==> config.mk <==
export PLATFORM = sky130hd
export DESIGN_NAME = temperature_to_adc_encoder_flat
export DESIGN_NICKNAME = d
export VERILOG_FILES = /design/src/rtl/temp_codec_pkg.sv /design/src/rtl/temperature_to_adc_encoder_if.sv /design/src/rtl/temp_div_core.sv /design/src/rtl/temperature_to_adc_encoder.sv /design/src/flat_wrapper.sv
export SDC_FILE = /design/constraint.sdc
export NUM_CORES = 1
export LEC_CHECK = 0
export ABC_AREA = 1
export BUFFER_PORTS_ARGS = -buffer_cell sky130_fd_sc_hd__buf_2
export CAP_MARGIN = 5
export CORE_MARGIN = 2
export CORE_UTILIZATION = 55
export CTS_CLUSTER_SIZE = 24
export DETAILED_ROUTE_END_ITERATION = 6
export PLACE_DENSITY_LB_ADDON = 0.25
export SYNTH_ARGS = -nofsm -noshare
export SYNTH_HDL_FRONTEND = slang
export SYNTH_HIERARCHICAL = 1
export SYNTH_SLANG_ARGS = --single-unit
export TNS_END_PERCENT = 1
==> constraint.sdc <==
create_clock -name clk -period 6.2 [get_ports clk]
set_clock_uncertainty 0.2 [all_clocks]
set_input_delay 0.62 -clock clk [delete_from_list [all_inputs] [get_ports clk]]
set_output_delay 0.62 -clock clk [all_outputs]
set_load 0.01 [all_outputs]
==> src/rtl/temp_codec_pkg.sv <==
// temp_codec_pkg
//   Shared widths, FSM state codes and small helpers for the temperature
//   code encoder (temperature_to_adc_encoder) and its divider core.
//   No ports; imported by every file of the block.
package temp_codec_pkg;

  localparam int TC_TEMP_W  = 32;  // Celsius words (tempc, tc_base)
  localparam int TC_REF_W   = 8;   // reference voltage word
  localparam int TC_ADC_W   = 16;  // sensor code, also width of tc_ref^2
  localparam int TC_MAG_W   = 15;  // magnitude part of the sensor code
  localparam int TC_NUM_W   = 38;  // diff*64+63
  localparam int TC_FRAC_SH = 6;   // fixed-point shift of the forward path
  localparam int TC_CNT_W   = 6;   // wide enough to count the quotient bits
  localparam int TC_DIV_ITER = TC_NUM_W;

  localparam logic [TC_MAG_W-1:0] TC_MAG_MAX = 15'h7FFF;

  // FSM state codes
  localparam logic [1:0] ST_IDLE = 2'd0;
  localparam logic [1:0] ST_PREP = 2'd1;
  localparam logic [1:0] ST_DIV  = 2'd2;
  localparam logic [1:0] ST_DONE = 2'd3;

  // Sensor code layout: sign selects subtract in the forward path.
  typedef struct packed {
    logic                sign;
    logic [TC_MAG_W-1:0] mag;
  } tc_code_t;

  // tc_ref^2 always fits 16 bits (255^2 = 65025).
  function automatic logic [TC_ADC_W-1:0] tc_square(input logic [TC_REF_W-1:0] r);
    logic [TC_ADC_W-1:0] r_ext;
    r_ext = {{(TC_ADC_W-TC_REF_W){1'b0}}, r};
    return r_ext * r_ext;
  endfunction

endpackage

==> src/rtl/temperature_to_adc_encoder_if.sv <==
// temperature_to_adc_encoder_if
//   Request/response bundle of the encoder.
//   Request  (master -> slave): in_valid, tempc, tc_base, tc_ref; in_ready back.
//   Response (slave -> master): out_valid, adc_data, sat, err; out_ready back.
//   modport master: the stimulus/consumer side.  modport slave: the encoder.
interface temperature_to_adc_encoder_if;
  import temp_codec_pkg::*;

  logic                 in_valid;
  logic                 in_ready;
  logic [TC_TEMP_W-1:0] tempc;
  logic [TC_TEMP_W-1:0] tc_base;
  logic [TC_REF_W-1:0]  tc_ref;
  logic                 out_valid;
  logic                 out_ready;
  logic [TC_ADC_W-1:0]  adc_data;
  logic                 sat;
  logic                 err;

  modport master (
    output in_valid, tempc, tc_base, tc_ref, out_ready,
    input  in_ready, out_valid, adc_data, sat, err
  );

  modport slave (
    input  in_valid, tempc, tc_base, tc_ref, out_ready,
    output in_ready, out_valid, adc_data, sat, err
  );

endinterface

==> src/rtl/temp_div_core.sv <==
// temp_div_core
//   38/16 restoring divider, one quotient bit per clock, MSB first.
//   Only the low 15 quotient bits are kept; any 1 shifted past bit 14 sets a
//   sticky overflow flag.
// Ports
//   clk         in   clock, rising edge
//   rst_n       in   synchronous active-low reset (aborts a running division)
//   load_i      in   start a division with num_i / den_i
//   num_i       in   38-bit numerator
//   den_i       in   16-bit denominator (non-zero)
//   busy_o      out  iterations still pending
//   count_o     out  iterations still pending (count)
//   quot_o      out  current 15-bit quotient register
//   ovf_o       out  sticky quotient overflow
//   quot_nxt_o  out  quotient after the step taken on this edge
//   ovf_nxt_o   out  overflow after the step taken on this edge
module temp_div_core
  import temp_codec_pkg::*;
(
  input  logic                clk,
  input  logic                rst_n,
  input  logic                load_i,
  input  logic [TC_NUM_W-1:0] num_i,
  input  logic [TC_ADC_W-1:0] den_i,
  output logic                busy_o,
  output logic [TC_CNT_W-1:0] count_o,
  output logic [TC_MAG_W-1:0] quot_o,
  output logic                ovf_o,
  output logic [TC_MAG_W-1:0] quot_nxt_o,
  output logic                ovf_nxt_o
);

  logic [TC_ADC_W-1:0] rem_q;
  logic [TC_NUM_W-1:0] num_q;
  logic [TC_ADC_W-1:0] den_q;
  logic [TC_MAG_W-1:0] quot_q;
  logic                ovf_q;
  logic [TC_CNT_W-1:0] count_q;
  logic                busy_q;

  // The load edge already performs the first iteration, so a division
  // occupies the load edge plus TC_DIV_ITER-1 further edges.
  logic [TC_ADC_W-1:0] rem_src;
  logic                bit_src;
  logic [TC_ADC_W-1:0] den_src;
  logic [TC_MAG_W-1:0] quot_src;
  logic                ovf_src;

  logic [TC_ADC_W:0]   rem_shift;
  logic [TC_ADC_W:0]   rem_sub;
  logic                q_bit;
  logic [TC_ADC_W-1:0] rem_step;
  logic [TC_MAG_W-1:0] quot_step;
  logic                ovf_step;
  logic                unused_rem_msb;

  always_comb begin
    if (load_i) begin
      rem_src  = '0;
      bit_src  = num_i[TC_NUM_W-1];
      den_src  = den_i;
      quot_src = '0;
      ovf_src  = 1'b0;
    end else begin
      rem_src  = rem_q;
      bit_src  = num_q[TC_NUM_W-1];
      den_src  = den_q;
      quot_src = quot_q;
      ovf_src  = ovf_q;
    end
  end

  assign rem_shift = {rem_src, bit_src};
  assign rem_sub   = rem_shift - {1'b0, den_src};
  assign q_bit     = (rem_shift >= {1'b0, den_src});
  // After a successful subtract the remainder is below den, so 16 bits hold it.
  assign rem_step  = q_bit ? rem_sub[TC_ADC_W-1:0] : rem_shift[TC_ADC_W-1:0];
  assign quot_step = {quot_src[TC_MAG_W-2:0], q_bit};
  assign ovf_step  = ovf_src | quot_src[TC_MAG_W-1];
  assign unused_rem_msb = rem_sub[TC_ADC_W];

  always_ff @(posedge clk) begin
    if (!rst_n) begin
      rem_q   <= '0;
      num_q   <= '0;
      den_q   <= '0;
      quot_q  <= '0;
      ovf_q   <= 1'b0;
      count_q <= '0;
      busy_q  <= 1'b0;
    end else if (load_i) begin
      rem_q   <= rem_step;
      num_q   <= {num_i[TC_NUM_W-2:0], 1'b0};
      den_q   <= den_i;
      quot_q  <= quot_step;
      ovf_q   <= ovf_step;
      count_q <= TC_CNT_W'(TC_DIV_ITER - 1);
      busy_q  <= 1'b1;
    end else if (busy_q) begin
      rem_q   <= rem_step;
      num_q   <= {num_q[TC_NUM_W-2:0], 1'b0};
      quot_q  <= quot_step;
      ovf_q   <= ovf_step;
      count_q <= count_q - 1'b1;
      busy_q  <= (count_q != TC_CNT_W'(1));
    end
  end

  assign busy_o     = busy_q;
  assign count_o    = count_q;
  assign quot_o     = quot_q;
  assign ovf_o      = ovf_q;
  assign quot_nxt_o = quot_step;
  assign ovf_nxt_o  = ovf_step;

endmodule

==> src/rtl/temperature_to_adc_encoder.sv <==
// temperature_to_adc_encoder
//   Inverse of the temperature calculation path: finds the largest 15-bit code
//   q with (tc_ref^2 * q) >> 6 <= |tempc - tc_base|, plus a sign bit that
//   selects subtract when tempc < tc_base.
// Ports
//   clk    in   clock, rising edge
//   rst_n  in   synchronous active-low reset
//   bus    slave modport of temperature_to_adc_encoder_if
//          (in_valid/in_ready/tempc/tc_base/tc_ref request,
//           out_valid/out_ready/adc_data/sat/err response)
// Build option
//   TEMP_ENC_EARLY_SAT_EN: detect a saturating quotient during PREP and skip
//   the divider. Results are identical; only the latency shortens.
module temperature_to_adc_encoder
  import temp_codec_pkg::*;
(
  input  logic                         clk,
  input  logic                         rst_n,
  temperature_to_adc_encoder_if.slave  bus
);

  logic [1:0]           state_q,     state_d;
  logic                 in_ready_q,  in_ready_d;
  logic                 out_valid_q, out_valid_d;
  logic [TC_ADC_W-1:0]  adc_data_q,  adc_data_d;
  logic                 sat_q,       sat_d;
  logic                 err_q,       err_d;
  logic [TC_TEMP_W-1:0] tempc_q,     tempc_d;
  logic [TC_TEMP_W-1:0] base_q,      base_d;
  logic [TC_REF_W-1:0]  ref_q,       ref_d;
  logic                 sign_q,      sign_d;

  // PREP arithmetic on the captured request
  logic                 prep_sign;
  logic [TC_TEMP_W-1:0] prep_diff;
  logic [TC_NUM_W-1:0]  prep_num;
  logic [TC_ADC_W-1:0]  prep_den;

  assign prep_sign = (tempc_q < base_q);
  assign prep_diff = prep_sign ? (base_q - tempc_q) : (tempc_q - base_q);
  // The +63 makes the floor division return the largest code whose forward
  // value does not overshoot the target.
  assign prep_num  = {prep_diff, {TC_FRAC_SH{1'b0}}} + TC_NUM_W'(63);
  assign prep_den  = tc_square(ref_q);

`ifdef TEMP_ENC_EARLY_SAT_EN
  // Quotient >= 2^15 exactly when num >= den * 2^15.
  logic prep_early_sat;
  assign prep_early_sat =
    (prep_num[TC_NUM_W-1:TC_MAG_W] >= {{(TC_NUM_W-TC_MAG_W-TC_ADC_W){1'b0}}, prep_den});
`endif

  logic                div_load;
  logic                div_busy;
  logic [TC_CNT_W-1:0] div_count;
  logic [TC_MAG_W-1:0] div_quot;
  logic                div_ovf;
  logic [TC_MAG_W-1:0] div_quot_nxt;
  logic                div_ovf_nxt;
  logic                div_last;

  temp_div_core u_div (
    .clk        (clk),
    .rst_n      (rst_n),
    .load_i     (div_load),
    .num_i      (prep_num),
    .den_i      (prep_den),
    .busy_o     (div_busy),
    .count_o    (div_count),
    .quot_o     (div_quot),
    .ovf_o      (div_ovf),
    .quot_nxt_o (div_quot_nxt),
    .ovf_nxt_o  (div_ovf_nxt)
  );

  // The final quotient bit is taken on the same edge that enters DONE, so the
  // result is latched from the divider's next-step values.
  assign div_last = div_busy && (div_count == TC_CNT_W'(1));

  logic [TC_MAG_W:0] unused_div_state;
  assign unused_div_state = {div_quot, div_ovf};

  always_comb begin
    state_d     = state_q;
    in_ready_d  = in_ready_q;
    out_valid_d = out_valid_q;
    adc_data_d  = adc_data_q;
    sat_d       = sat_q;
    err_d       = err_q;
    tempc_d     = tempc_q;
    base_d      = base_q;
    ref_d       = ref_q;
    sign_d      = sign_q;
    div_load    = 1'b0;

    case (state_q)
      ST_IDLE: begin
        in_ready_d = 1'b1;
        if (bus.in_valid && in_ready_q) begin
          tempc_d    = bus.tempc;
          base_d     = bus.tc_base;
          ref_d      = bus.tc_ref;
          in_ready_d = 1'b0;
          state_d    = ST_PREP;
        end
      end

      ST_PREP: begin
        sign_d = prep_sign;
        if (ref_q == '0) begin
          err_d       = 1'b1;
          sat_d       = 1'b0;
          adc_data_d  = {prep_sign, TC_MAG_MAX};
          out_valid_d = 1'b1;
          state_d     = ST_DONE;
        end
`ifdef TEMP_ENC_EARLY_SAT_EN
        else if (prep_early_sat) begin
          err_d       = 1'b0;
          sat_d       = 1'b1;
          adc_data_d  = {prep_sign, TC_MAG_MAX};
          out_valid_d = 1'b1;
          state_d     = ST_DONE;
        end
`endif
        else begin
          div_load = 1'b1;
          state_d  = ST_DIV;
        end
      end

      ST_DIV: begin
        if (div_last) begin
          err_d       = 1'b0;
          sat_d       = div_ovf_nxt;
          adc_data_d  = {sign_q, (div_ovf_nxt ? TC_MAG_MAX : div_quot_nxt)};
          out_valid_d = 1'b1;
          state_d     = ST_DONE;
        end
      end

      ST_DONE: begin
        if (bus.out_ready) begin
          out_valid_d = 1'b0;
          in_ready_d  = 1'b1;
          state_d     = ST_IDLE;
        end
      end

      default: begin
        in_ready_d  = 1'b0;
        out_valid_d = 1'b0;
        state_d     = ST_IDLE;
      end
    endcase
  end

  always_ff @(posedge clk) begin
    if (!rst_n) begin
      state_q     <= ST_IDLE;
      in_ready_q  <= 1'b0;
      out_valid_q <= 1'b0;
      adc_data_q  <= '0;
      sat_q       <= 1'b0;
      err_q       <= 1'b0;
      tempc_q     <= '0;
      base_q      <= '0;
      ref_q       <= '0;
      sign_q      <= 1'b0;
    end else begin
      state_q     <= state_d;
      in_ready_q  <= in_ready_d;
      out_valid_q <= out_valid_d;
      adc_data_q  <= adc_data_d;
      sat_q       <= sat_d;
      err_q       <= err_d;
      tempc_q     <= tempc_d;
      base_q      <= base_d;
      ref_q       <= ref_d;
      sign_q      <= sign_d;
    end
  end

  assign bus.in_ready  = in_ready_q;
  assign bus.out_valid = out_valid_q;
  assign bus.adc_data  = adc_data_q;
  assign bus.sat       = sat_q;
  assign bus.err       = err_q;

endmodule

==> src/flat_wrapper.sv <==
// flat-port wrapper written by rule: the top's interface ports become plain ports
module temperature_to_adc_encoder_flat import temp_codec_pkg::*;
  (clk, rst_n, bus_in_valid, bus_tempc, bus_tc_base, bus_tc_ref, bus_out_ready, bus_in_ready, bus_out_valid, bus_adc_data, bus_sat, bus_err);
  temperature_to_adc_encoder_if bus_i ();
  input  logic clk;
  input  logic rst_n;
  input wire logic [$bits(bus_i.in_valid)-1:0] bus_in_valid;
  input wire logic [$bits(bus_i.tempc)-1:0] bus_tempc;
  input wire logic [$bits(bus_i.tc_base)-1:0] bus_tc_base;
  input wire logic [$bits(bus_i.tc_ref)-1:0] bus_tc_ref;
  input wire logic [$bits(bus_i.out_ready)-1:0] bus_out_ready;
  output wire logic [$bits(bus_i.in_ready)-1:0] bus_in_ready;
  output wire logic [$bits(bus_i.out_valid)-1:0] bus_out_valid;
  output wire logic [$bits(bus_i.adc_data)-1:0] bus_adc_data;
  output wire logic [$bits(bus_i.sat)-1:0] bus_sat;
  output wire logic [$bits(bus_i.err)-1:0] bus_err;
  assign bus_i.in_valid = bus_in_valid;
  assign bus_i.tempc = bus_tempc;
  assign bus_i.tc_base = bus_tc_base;
  assign bus_i.tc_ref = bus_tc_ref;
  assign bus_i.out_ready = bus_out_ready;
  assign bus_in_ready = bus_i.in_ready;
  assign bus_out_valid = bus_i.out_valid;
  assign bus_adc_data = bus_i.adc_data;
  assign bus_sat = bus_i.sat;
  assign bus_err = bus_i.err;
  temperature_to_adc_encoder u_core (.clk(clk), .rst_n(rst_n), .bus(bus_i));
endmodule
==> impl_metrics.yaml <==
floorplanning:
  ios: 96
  die_h_um: 170.7
  initial_core_util_pct: 55.47
  die_area_um2: 29140
  core_um2: 27550
  std_cell_rows: 61
  die_x_um: 170.7
routing:
  wirelength_um: 36960
  drtIter0Drc: 842
  drc: 0
  dr.pass1.iters: 7
  route.layer.met1.wl_um: 16700
  dr_wl_met2_um: 17980
  top_layer: "met4"
  viasPerCell: 4.952
  dr_total_vias: 14340
  wl_met3_um: 1076
  routedWlPerCell_um: 12.76
  antenna_left: 0
sta:
  maxSlewHeadroom_pct: 30.27
  tns_ns: 0
  worstMarginPinSlew_ns: 1.042
  period_needed_ns: 5.782
  setup_violations: 0
  timing.fmax_mhz: 173.0
  hold_slack_ns: 0.2392
  min_period_over_period_pct: 93.26
  hold_viol: 0
  rsz0062_at_grt: "false"
  drv_slew: 0
global_routing:
  gr-total-overflow: 0
  grt_antenna_before_repair: 0
  grt_pass1_wl_um: 61970
  grt_max_degree: 113
  grt_pass1_vias: 13570
  grt_use_total_pct: 26.20
cells_and_area:
  mostFrequentLayoutCells: "760 x nand2_1, 476 x inv_1, 184 x nor2_1, 180 x dfxtp_1, 169 x a21oi_1"
  post-route-util_pct: 59.89
  nets: 2725
  n_fill_cell: 2725
  mostFrequentLayoutCell: "nand2_1"
  drive_above_1_share_pct: 8.539
  area_delta_synth_final_pct: 7.974
  final_cells: 2896
  antenna_cells: 0
setup_path:
  critPathKind: "flop to flop"
  worstPathArrival_ns: 5.95
  end_kind: "flop"
  rrSetupSlack_ns: 0.42
  startpoint: "u_core/ref_q[6]"
  critPathMaxFanout: 8
  critPathRequiredTime_ns: 6.36
  rr_worst_depth: 27
  setup.worst_path.start_class: "flop"
  r2r-end: "u_core/bus.adc_data[0]"
  critPathCapture: "u_core/bus.adc_data[0]"
  r2r-start: "u_core/ref_q[6]"
yosys:
  ys_seq_elements: 187
  ys_seq_area_share_pct: 24.50
  synthesis.area_um2: 15280
  synth-edff-count: 0
  synth-warning-count: 6
  ys_types: 46
  ys.flop_type: "dfxtp_1"
  async_reset_ff_share_pct: 0
  syn_area_per_cell_um2: 6.185
  postSynthCellCount: 2471
clocking:
  cts_tree: "done"
  cts_buffers: 17
  insertion_delay_ns: 0.46
  cts_root_buf: "clkbuf_16"
  clk_pin_slew_ns: 0.09
  cts_max_level: 4
  cts.sinks: 187
  cts_hold_buf: 0
  cts_max_path_buffers: 2
placed_design:
  hpwlAfterDp_um: 28450
  port_buffers: 95
  dp_cells: 2858
  finalWeightedCongestion: 0.9899
min_path:
  min_path_type: "input pin to flop"
flow_run:
  max_cap_violations: 0
run_status:
  run_status: "finished, final reports clean"
sequential cells by signal, indices dropped and copies added (netlist names), 6 cells and up:
signal                flops
u_core/u_div/den_q       16
u_core/tempc_q           32
u_core/u_div/count_o      6
u_core/u_div/num_q       37
u_core/bus.adc_data      16
u_core/u_div/quot_o      15
u_core/u_div/rem_q       16
u_core/ref_q              8
u_core/base_q            32
metal layers:
layer  GRT usage (%)  up-vias
li1                -     7590
met1           31.98     6439
met2           46.49      249
met3           3.169       64
met4           11.04        0
met5               0        -
stage by stage:
step	cell area, um2	setup slack [ns]
floorplan	15300	0.4833
global placement	15810	0.2658
finish	16500	0.4180
CTS	16410	0.1634
detailed placement	15810	0.1673
global route	16500	0.002074
cells in the mapped netlist (6+ instances only):
library cell | number | share of area, %
nand3_1 | 80 | 2.6
a21oi_1 | 172 | 5.6
fa_1 | 28 | 3.7
buf_6 | 8 | 0.59
xnor2_1 | 14 | 0.80
nor3_1 | 9 | 0.29
o221ai_1 | 20 | 1.1
nand4_1 | 15 | 0.61
nand2_2 | 20 | 0.82
nor2_2 | 6 | 0.25
o21ai_0 | 152 | 5.0
buf_2 | 24 | 0.79
nand3b_1 | 6 | 0.29
nor2_1 | 184 | 4.5
mux2i_1 | 16 | 1.0
xor2_1 | 43 | 2.5
o21ai_1 | 10 | 0.33
dfxtp_1 | 187 | 24
buf_4 | 12 | 0.59
inv_2 | 13 | 0.32
ha_1 | 116 | 9.5
nand2_1 | 760 | 19
clkbuf_1 | 53 | 1.3
inv_1 | 478 | 12
cell type report:
| cell class | instances | area, um2 | share of cell area, % |
|---|---|---|---|
| Multi-Input combinational cell | 1696 | 9220 | 55.88 |
| Sequential cell | 187 | 3765 | 22.82 |
| Inverter | 493 | 1854 | 11.24 |
| Timing Repair Buffer | 109 | 583.1 | 3.534 |
| Tap cell | 378 | 473.0 | 2.866 |
| Clock buffer | 18 | 429.2 | 2.601 |
| Clock inverter | 14 | 168.9 | 1.024 |
| Timing Repair inverter | 1 | 7.507 | 0.04550 |
worst min path at each step:
| stage | start | to | cells after the start |
|---|---|---|---|
| after floorplan | u_core/tempc_q[31] | u_core/tempc_q[31] | 2 |
| after global placement | u_core/tempc_q[31] | u_core/tempc_q[31] | 2 |
| after detailed placement | u_core/tempc_q[31] | u_core/tempc_q[31] | 2 |
| after CTS | bus_tc_base[7] | u_core/base_q[7] | 3 |
| after global routing | bus_tc_base[6] | u_core/base_q[6] | 3 |
| final | bus_tc_base[7] | u_core/base_q[7] | 3 |
critical path: stages (launching register included):
cell and delay [ns]:
dfxtp_4 0.39, nand2_1 0.06, inv_1 0.11, fa_1 0.46, fa_1 0.54, inv_1 0.06
fa_1 0.51, fa_1 0.54, inv_1 0.04, ha_1 0.35, a21oi_1 0.16, o21ai_0 0.10
a21oi_2 0.20, o21ai_0 0.12, xor2_1 0.15, mux2i_1 0.20, ha_2 0.34, nand2_1 0.11
inv_1 0.06, nand3_1 0.09, a21oi_1 0.08, nor2_4 0.17, nand2_4 0.10, buf_4 0.18
nor2_1 0.08, nand2_1 0.07, o21ai_2 0.15, nor2_1 0.06
cell families (layout without fill, tap and decap cells):
kind of cell,Yosys count,count (layout),share of synthesized area [%]
adders and majority gates,144,144,13.17
xor gates and xnor gates,57,57,3.267
other,2,7,0.04914
muxes,16,16,1.048
DFF,187,187,24.50
and+or+nand+nor,1094,1094,28.93
buffers and inverters,593,635,15.52
AOI/OAI and AO/OA,378,378,13.52
repair_timing:
item                                    4_1_cts  5_1_grt
resized for setup                             0       23
buffers inserted                              0        5
endpoints found under the setup margin        0       18
Power is not shown: default switching activity piles up to over one toggle a cycle in this logic, so the estimate is an artifact.
